### src/rtl/uart_rx_pkg.sv
// Shared types and constants for the UART receiver: FSM state encoding,
// supported oversampling ratios and the prescale normalisation helper.
package uart_rx_pkg;

    localparam int PRESC_W = 6;
    localparam int CNT_W   = 5;

    localparam logic [PRESC_W-1:0] PRESC_8  = 6'd8;
    localparam logic [PRESC_W-1:0] PRESC_16 = 6'd16;
    localparam logic [PRESC_W-1:0] PRESC_32 = 6'd32;

    typedef enum logic [2:0] {
        IDLE   = 3'd0,
        START  = 3'd1,
        DATA   = 3'd2,
        PARITY = 3'd3,
        STOP   = 3'd4
    } rx_state_t;

    // Only 16 and 32 are honoured; every other ratio falls back to 8.
    function automatic logic [PRESC_W-1:0] presc_norm(input logic [PRESC_W-1:0] p);
        case (p)
            PRESC_16: return PRESC_16;
            PRESC_32: return PRESC_32;
            default:  return PRESC_8;
        endcase
    endfunction

endpackage

### src/rtl/uart_rx_sampler.sv
// Per-bit edge counter and 3-sample majority vote around the middle of each
// bit period. Counting only runs while the receiver is inside a frame.
module uart_rx_sampler
    import uart_rx_pkg::*;
(
    input  logic               clk,
    input  logic               rst_n,
    input  logic               active,
    input  logic               rx_in,
    input  logic [PRESC_W-1:0] presc,
    output logic [CNT_W-1:0]   edge_cnt,
    output logic               bit_end,
    output logic               sample_done,
    output logic               sampled_bit
);

    logic [PRESC_W-1:0] half;
    logic [PRESC_W-1:0] cnt_ext;
    logic [2:0]         smp_q;

    assign half        = presc >> 1;
    assign cnt_ext     = {1'b0, edge_cnt};
    assign bit_end     = active && (cnt_ext == presc - 6'd1);
    // First count at which all three samples of the current bit are stored.
    assign sample_done = active && (cnt_ext == half + 6'd2);
    assign sampled_bit = (smp_q[0] & smp_q[1]) | (smp_q[0] & smp_q[2]) | (smp_q[1] & smp_q[2]);

    always_ff @(posedge clk or negedge rst_n) begin
        if (!rst_n) begin
            edge_cnt <= '0;
        end else if (!active || bit_end) begin
            edge_cnt <= '0;
        end else begin
            edge_cnt <= edge_cnt + 5'd1;
        end
    end

    always_ff @(posedge clk or negedge rst_n) begin
        if (!rst_n) begin
            smp_q <= 3'b111;
        end else if (active) begin
            if (cnt_ext == half - 6'd1) smp_q[0] <= rx_in;
            if (cnt_ext == half)        smp_q[1] <= rx_in;
            if (cnt_ext == half + 6'd1) smp_q[2] <= rx_in;
        end
    end

endmodule

### src/rtl/uart_rx.sv
// UART receiver: start/data/parity/stop framing on an oversampled line.
// DATA_VALID, PAR_ERR and STP_ERR are single-cycle strobes with no back-pressure.
module uart_rx
    import uart_rx_pkg::*;
#(
    parameter int DATA_WIDTH = 8
)
(
    input  logic                  CLK,
    input  logic                  RST,
    input  logic                  RX_IN,
    input  logic [PRESC_W-1:0]    PRESCALE,
    input  logic                  PAR_EN,
    input  logic                  PAR_TYP,
    output logic [DATA_WIDTH-1:0] P_DATA,
    output logic                  DATA_VALID,
    output logic                  PAR_ERR,
    output logic                  STP_ERR,
    output rx_state_t             dbg_state,
    output logic [CNT_W-1:0]      dbg_edge_cnt
);

    localparam int BCW = (DATA_WIDTH > 1) ? $clog2(DATA_WIDTH) : 1;
    localparam logic [BCW-1:0] LAST_BIT = BCW'(DATA_WIDTH - 1);

    rx_state_t          state_q, state_d;
    logic [PRESC_W-1:0] presc_q;
    logic               par_en_q;
    logic               par_typ_q;
    logic [BCW-1:0]     bit_cnt_q;
    logic [DATA_WIDTH-1:0] shift_q;
    logic               par_bad_q;
    logic               active;
    logic               frame_start;
    logic               bit_end;
    logic               sample_done;
    logic               sampled_bit;
    logic [CNT_W-1:0]   edge_cnt;

    assign active       = (state_q != IDLE);
    assign frame_start  = (state_d == START) && (state_q != START);
    assign dbg_state    = state_q;
    assign dbg_edge_cnt = edge_cnt;

    uart_rx_sampler u_sampler (
        .clk         (CLK),
        .rst_n       (RST),
        .active      (active),
        .rx_in       (RX_IN),
        .presc       (presc_q),
        .edge_cnt    (edge_cnt),
        .bit_end     (bit_end),
        .sample_done (sample_done),
        .sampled_bit (sampled_bit)
    );

    always_ff @(posedge CLK or negedge RST) begin
        if (!RST) state_q <= IDLE;
        else      state_q <= state_d;
    end

    always_comb begin
        state_d = state_q;
        case (state_q)
            IDLE:    if (!RX_IN) state_d = START;
            START:   if (bit_end) state_d = sampled_bit ? IDLE : DATA;
            DATA:    if (bit_end && bit_cnt_q == LAST_BIT) state_d = par_en_q ? PARITY : STOP;
            PARITY:  if (bit_end) state_d = STOP;
            // A low line at the end of the stop bit is the next start bit.
            STOP:    if (bit_end) state_d = RX_IN ? IDLE : START;
            default: state_d = IDLE;
        endcase
    end

    // Frame configuration is frozen for the whole frame.
    always_ff @(posedge CLK or negedge RST) begin
        if (!RST) begin
            presc_q   <= PRESC_8;
            par_en_q  <= 1'b0;
            par_typ_q <= 1'b0;
        end else if (frame_start) begin
            presc_q   <= presc_norm(PRESCALE);
            par_en_q  <= PAR_EN;
            par_typ_q <= PAR_TYP;
        end
    end

    always_ff @(posedge CLK or negedge RST) begin
        if (!RST) begin
            bit_cnt_q <= '0;
        end else if (state_q != DATA) begin
            bit_cnt_q <= '0;
        end else if (bit_end) begin
            bit_cnt_q <= bit_cnt_q + 1'b1;
        end
    end

    always_ff @(posedge CLK or negedge RST) begin
        if (!RST) begin
            shift_q <= '0;
        end else if (state_q == DATA && sample_done) begin
            shift_q <= {sampled_bit, shift_q[DATA_WIDTH-1:1]};
        end
    end

    // Expected parity bit is ^data for even and its inverse for odd.
    always_ff @(posedge CLK or negedge RST) begin
        if (!RST) begin
            par_bad_q <= 1'b0;
        end else if (frame_start) begin
            par_bad_q <= 1'b0;
        end else if (state_q == PARITY && sample_done) begin
            par_bad_q <= sampled_bit ^ (^shift_q) ^ par_typ_q;
        end
    end

    always_ff @(posedge CLK or negedge RST) begin
        if (!RST) begin
            P_DATA     <= '0;
            DATA_VALID <= 1'b0;
            PAR_ERR    <= 1'b0;
            STP_ERR    <= 1'b0;
        end else begin
            DATA_VALID <= 1'b0;
            PAR_ERR    <= 1'b0;
            STP_ERR    <= 1'b0;
            if (state_q == STOP && bit_end) begin
                STP_ERR    <= !sampled_bit;
                PAR_ERR    <= par_bad_q;
                DATA_VALID <= sampled_bit && !par_bad_q;
                if (sampled_bit && !par_bad_q) P_DATA <= shift_q;
            end
        end
    end

endmodule

### config.mk
export PLATFORM = sky130hd
export DESIGN_NAME = uart_rx
export DESIGN_NICKNAME = d
export VERILOG_FILES = /design/src/rtl/uart_rx_pkg.sv /design/src/rtl/uart_rx_sampler.sv /design/src/rtl/uart_rx.sv
export SDC_FILE = /design/constraint.sdc
export NUM_CORES = 1
export LEC_CHECK = 0
export ABC_AREA = 1
export ABC_CLOCK_PERIOD_IN_PS = 5100
export CAP_MARGIN = 30
export CORE_MARGIN = 1.5
export CORE_UTILIZATION = 58
export CTS_CLUSTER_DIAMETER = 30
export DETAILED_ROUTE_END_ITERATION = 10
export GPL_TIMING_DRIVEN = 1
export PLACE_DENSITY = 0.82
export SYNTH_ARGS = -nofsm -noshare
export SYNTH_HDL_FRONTEND = slang
export SYNTH_HIERARCHICAL = 1
export SYNTH_SLANG_ARGS = --single-unit
### constraint.sdc
create_clock -name CLK -period 5.1 [get_ports CLK]
set_input_delay 0.765 -clock CLK [delete_from_list [all_inputs] [get_ports CLK]]
set_output_delay 0.765 -clock CLK [all_outputs]
set_load 0.005 [all_outputs]
==> reports/qor.csv <==
stage,metric,value,unit
placed_design,placed insts,450,
job,# Max-Cap Violations,0,
clock_network,clock-pin transition on the worst setup and hold timing paths,0.08,ns
run_status,outcome,finished clean,
routing,DR iter-0 viols,170,
yosys,post-synthesis cell area,2620,um2
final_layout,layout cells sized above 1,14.8,%
power,PD cells,471,nW/um2
grt,first-pass GRT wire length,9.32,mm
power,Lkg Pwr,1.54,nW
yosys,register bit total from synthesis,39,
placed_design,Final GP Congestion,0.962,
sta,Max-slew headroom,41.6,%
worst_hold_path,Hold WC Path Type,register to register,
clock_network,post-cts resize count,0,
sta,Max Slew Vio Count,0,
routing,vias,2300,
routing,DRC,0,
sta,final setup vio count,0,
sta,TNS Setup,0,ns
placed_design,IO buf count,29,
floorplan,# IOs,30,
routing,router iterations before antenna repair,4,
yosys,leading area contributor after synthesis,dfrtp_1,
yosys,register area share after synthesis,37.4,%
floorplan,Core Region,4350,um2
setup_path,Buf/Inv on CP,2,
sta,min cycle time layout,3.07,ns
setup_path,CP Max Fanout,10,
setup_path,most frequent CP cell,nor2_1,
sta,Least-Margin Pin Slew,0.873,ns
floorplan,Die Width,70.2,um
grt,antenna violations before repair,0,
final_layout,area delta synth->final,17.7,%
setup_path,Worst EP required,5.28,ns
clock_network,Root Driver,clkbuf_8,
routing,antenna-violating nets left,0,
floorplan,Initial Utilization,60.2,%
clock_network,clock latency on the worst-skew pair,0.30,ns
sta,Fmax,325,MHz
grt,GRT Overall Usage,23.6,%
routing,Routed WL,5.43,mm
yosys,"Distinct cells, synth",31,
yosys,Synth area leaders,"dfrtp_1 33%, nand2_1 19%, ha_1 4.8%",
yosys,yosys warns,6,
routing,via density per instance,5.02,
floorplan,DIE AREA,4930,um2
setup_path,CP Class,register to register,
sta,final hold vios,0,
setup_path,arrival time worst endpoint,3.26,ns
yosys,Mean Syn Cell Area,7.28,um2
clock_network,"Setup Fix Bufs, Post-CTS",0,
yosys,cell count after synthesis,360,
placed_design,DP HPWL,4.13,mm
clock_network,CTS sink cnt,39,
clock_network,CTS H-tree lvls,2,
final_layout,Diodes inserted,0,
sta,clock skew,0.00840,ns
floorplan,Std-Cell Rows,24,
sta,Tcrit/Tclk final,60.2,%
setup_path,max incr delay on CP,0.68,ns
routing,WL/cell,11.9,um
clock_network,CTS tree,built,
power,total power,0.00146,W
power,worst vdd ir,0.341,mV
grt,maximum number of pins on one net before global-route repair,40,
final_layout,final instance count without filler cells,458,
yosys,top cell type's share of synthesized area,33.4,%
clock_network,Post-CTS Hold Buffers,0,
floorplan,die height,70.2,um
setup_path,Crit. End Element,register,
final_layout,NumNets Final,426,
grt,total grt overflow,0,
setup_path,CP top delay family,simple AND/OR/NAND/NOR gates,
sta,RSZ-0062 raised after global routing,no,
setup_path,slowest cell on the critical path,nor2_1,
clock_network,TritonCTS Buffers,5,
setup_path,CP Launch Type,register,
clock_network,clk buf depth,2,
grt,vias in the first global route,2143,
setup_path,worst path cell trace,"inv_2, ha_1, inv_1, a21oi_1, nor2_1, nor2_1, nor2_1, nand3_2, nor2_1, nand3_1, nand2_1, nand3_2, nor2_4, nand2_4, nand2_1, o21ai_2",
==> flip-flops by register name (all words and copies together) (netlist names), 3 cells and up <==
name / cells
bit_cnt_q: 3
P_DATA: 8
u_sampler/edge_cnt: 5
presc_q: 3
shift_q: 8
dbg_state: 3
u_sampler/smp_q: 3
==> through the flow <==
step	cell area, um2	util, %	setup WS [ns]	hold slack [ns]
final	3090	70.9	2.03	0.463
after global routing	3090	70.9	1.83	0.494
after CTS	3090	70.9	2.05	0.466
after detailed placement	2980	68.3	2.07	0.453
after global placement	2980	68.3	2.24	0.450
after floorplan	2680	-	2.81	0.443
==> Yosys cell counts (all sizes together) <==
cell type	instances
buf	5
nand4	4
dfrtp	35
conb	1
dfstp	4
xnor2	7
a21oi	6
nand3	28
nand3b	1
o21ai	23
inv	41
a21o	1
nor3	1
nand2	143
nor2	43
o221ai	1
xor2	4
maj3	1
nor4	1
ha	10
==> area by class of cell <==
cell class	instances	area, um2
sequential	39	981
clock inverter	3	43.8
clock buffer	5	68.8
inverter	41	164
timing repair buffer	29	285
multi-input combinational	289	1480
fill	345	1270
tap	52	65.1
==> worst register-to-register path: stages (launching register included) <==
cell and delay, ns:
dfstp_2 0.61, inv_2 0.10, ha_1 0.23, inv_1 0.06
a21oi_1 0.04, nor2_1 0.09, nor2_1 0.05, nor2_1 0.11
nand3_2 0.11, nor2_1 0.68, nand3_1 0.21, nand2_1 0.15
nand3_2 0.12, nor2_4 0.17, nand2_4 0.11, nand2_1 0.10
o21ai_2 0.05
==> per-layer routing <==
layer	global-route usage, %	vias to the layer above	routed length [um]
met5	0	-	0
met4	8.76	0	105
met3	3.46	10	192
met2	38.5	51	2580
met1	32.0	1042	2560
li1	-	1197	-
==> kinds of logic (layout without fill, tap and decap cells) <==
group,count (synthesis),in the layout,synth area share [%]
fa+ha+maj,11,11,5.15
simple gates,221,221,37.7
flops,39,39,37.4
other cells,1,15,0.143
xor+xnor,11,11,3.67
buf+inv,46,78,8.16
compound gates,31,31,7.73
==> final timing paths <==
path | from | to | slack (ns) | cells past startpoint
setup / recovery | presc_q[3] | presc_q[5] | 2.03 | 16
hold / removal | u_sampler/smp_q[2] | u_sampler/smp_q[2] | 0.46 | 2
setup reg to reg | presc_q[3] | presc_q[5] | 2.03 | 16
hold reg to reg | u_sampler/smp_q[2] | u_sampler/smp_q[2] | 0.46 | 2
max in group asynchronous | RST | u_sampler/edge_cnt[0] | 3.97 | 1
min in group asynchronous | RST | P_DATA[1] | 0.56 | 1
==> layout by cell type, fill, tap and decap left out <==
cell,n
a21oi_1,6
inv_2,6
conb_1,15
nor2_1,33
buf_2,1
a21o_1,1
nand3_1,23
dfstp_2,4
xor2_1,4
o21ai_1,3
dfrtp_1,35
inv_1,33
clkinv_2,1
o21ai_0,9
nand2_4,2
maj3_1,1
nand3_4,1
inv_6,2
nand3_2,4
nor2_4,1
nor2_2,9
ha_1,10
nand2_1,131
nand4_1,4
nand2_2,10
xnor2_1,7
clkinv_4,1
nor4_1,1
o221ai_1,1
nand3b_1,1
nor3_2,1
clkdlybuf4s50_1,28
bufinv_16,1
o21ai_2,11
clkbuf_8,5
==> where the power goes <==
| group | switching, W | internal, W | leakage (nW) | total (W) |
|---|---|---|---|---|
| clock | 0.000115 | 0.000146 | 0.0581 | 0.000260 |
| combinational | 0.000441 | 0.000270 | 0.972 | 0.000712 |
| sequential | 0.0000963 | 0.000387 | 0.514 | 0.000483 |
| total | 0.000652 | 0.000803 | 1.54 | 0.00146 |
Note: power is estimated with default switching activity, not from simulation.
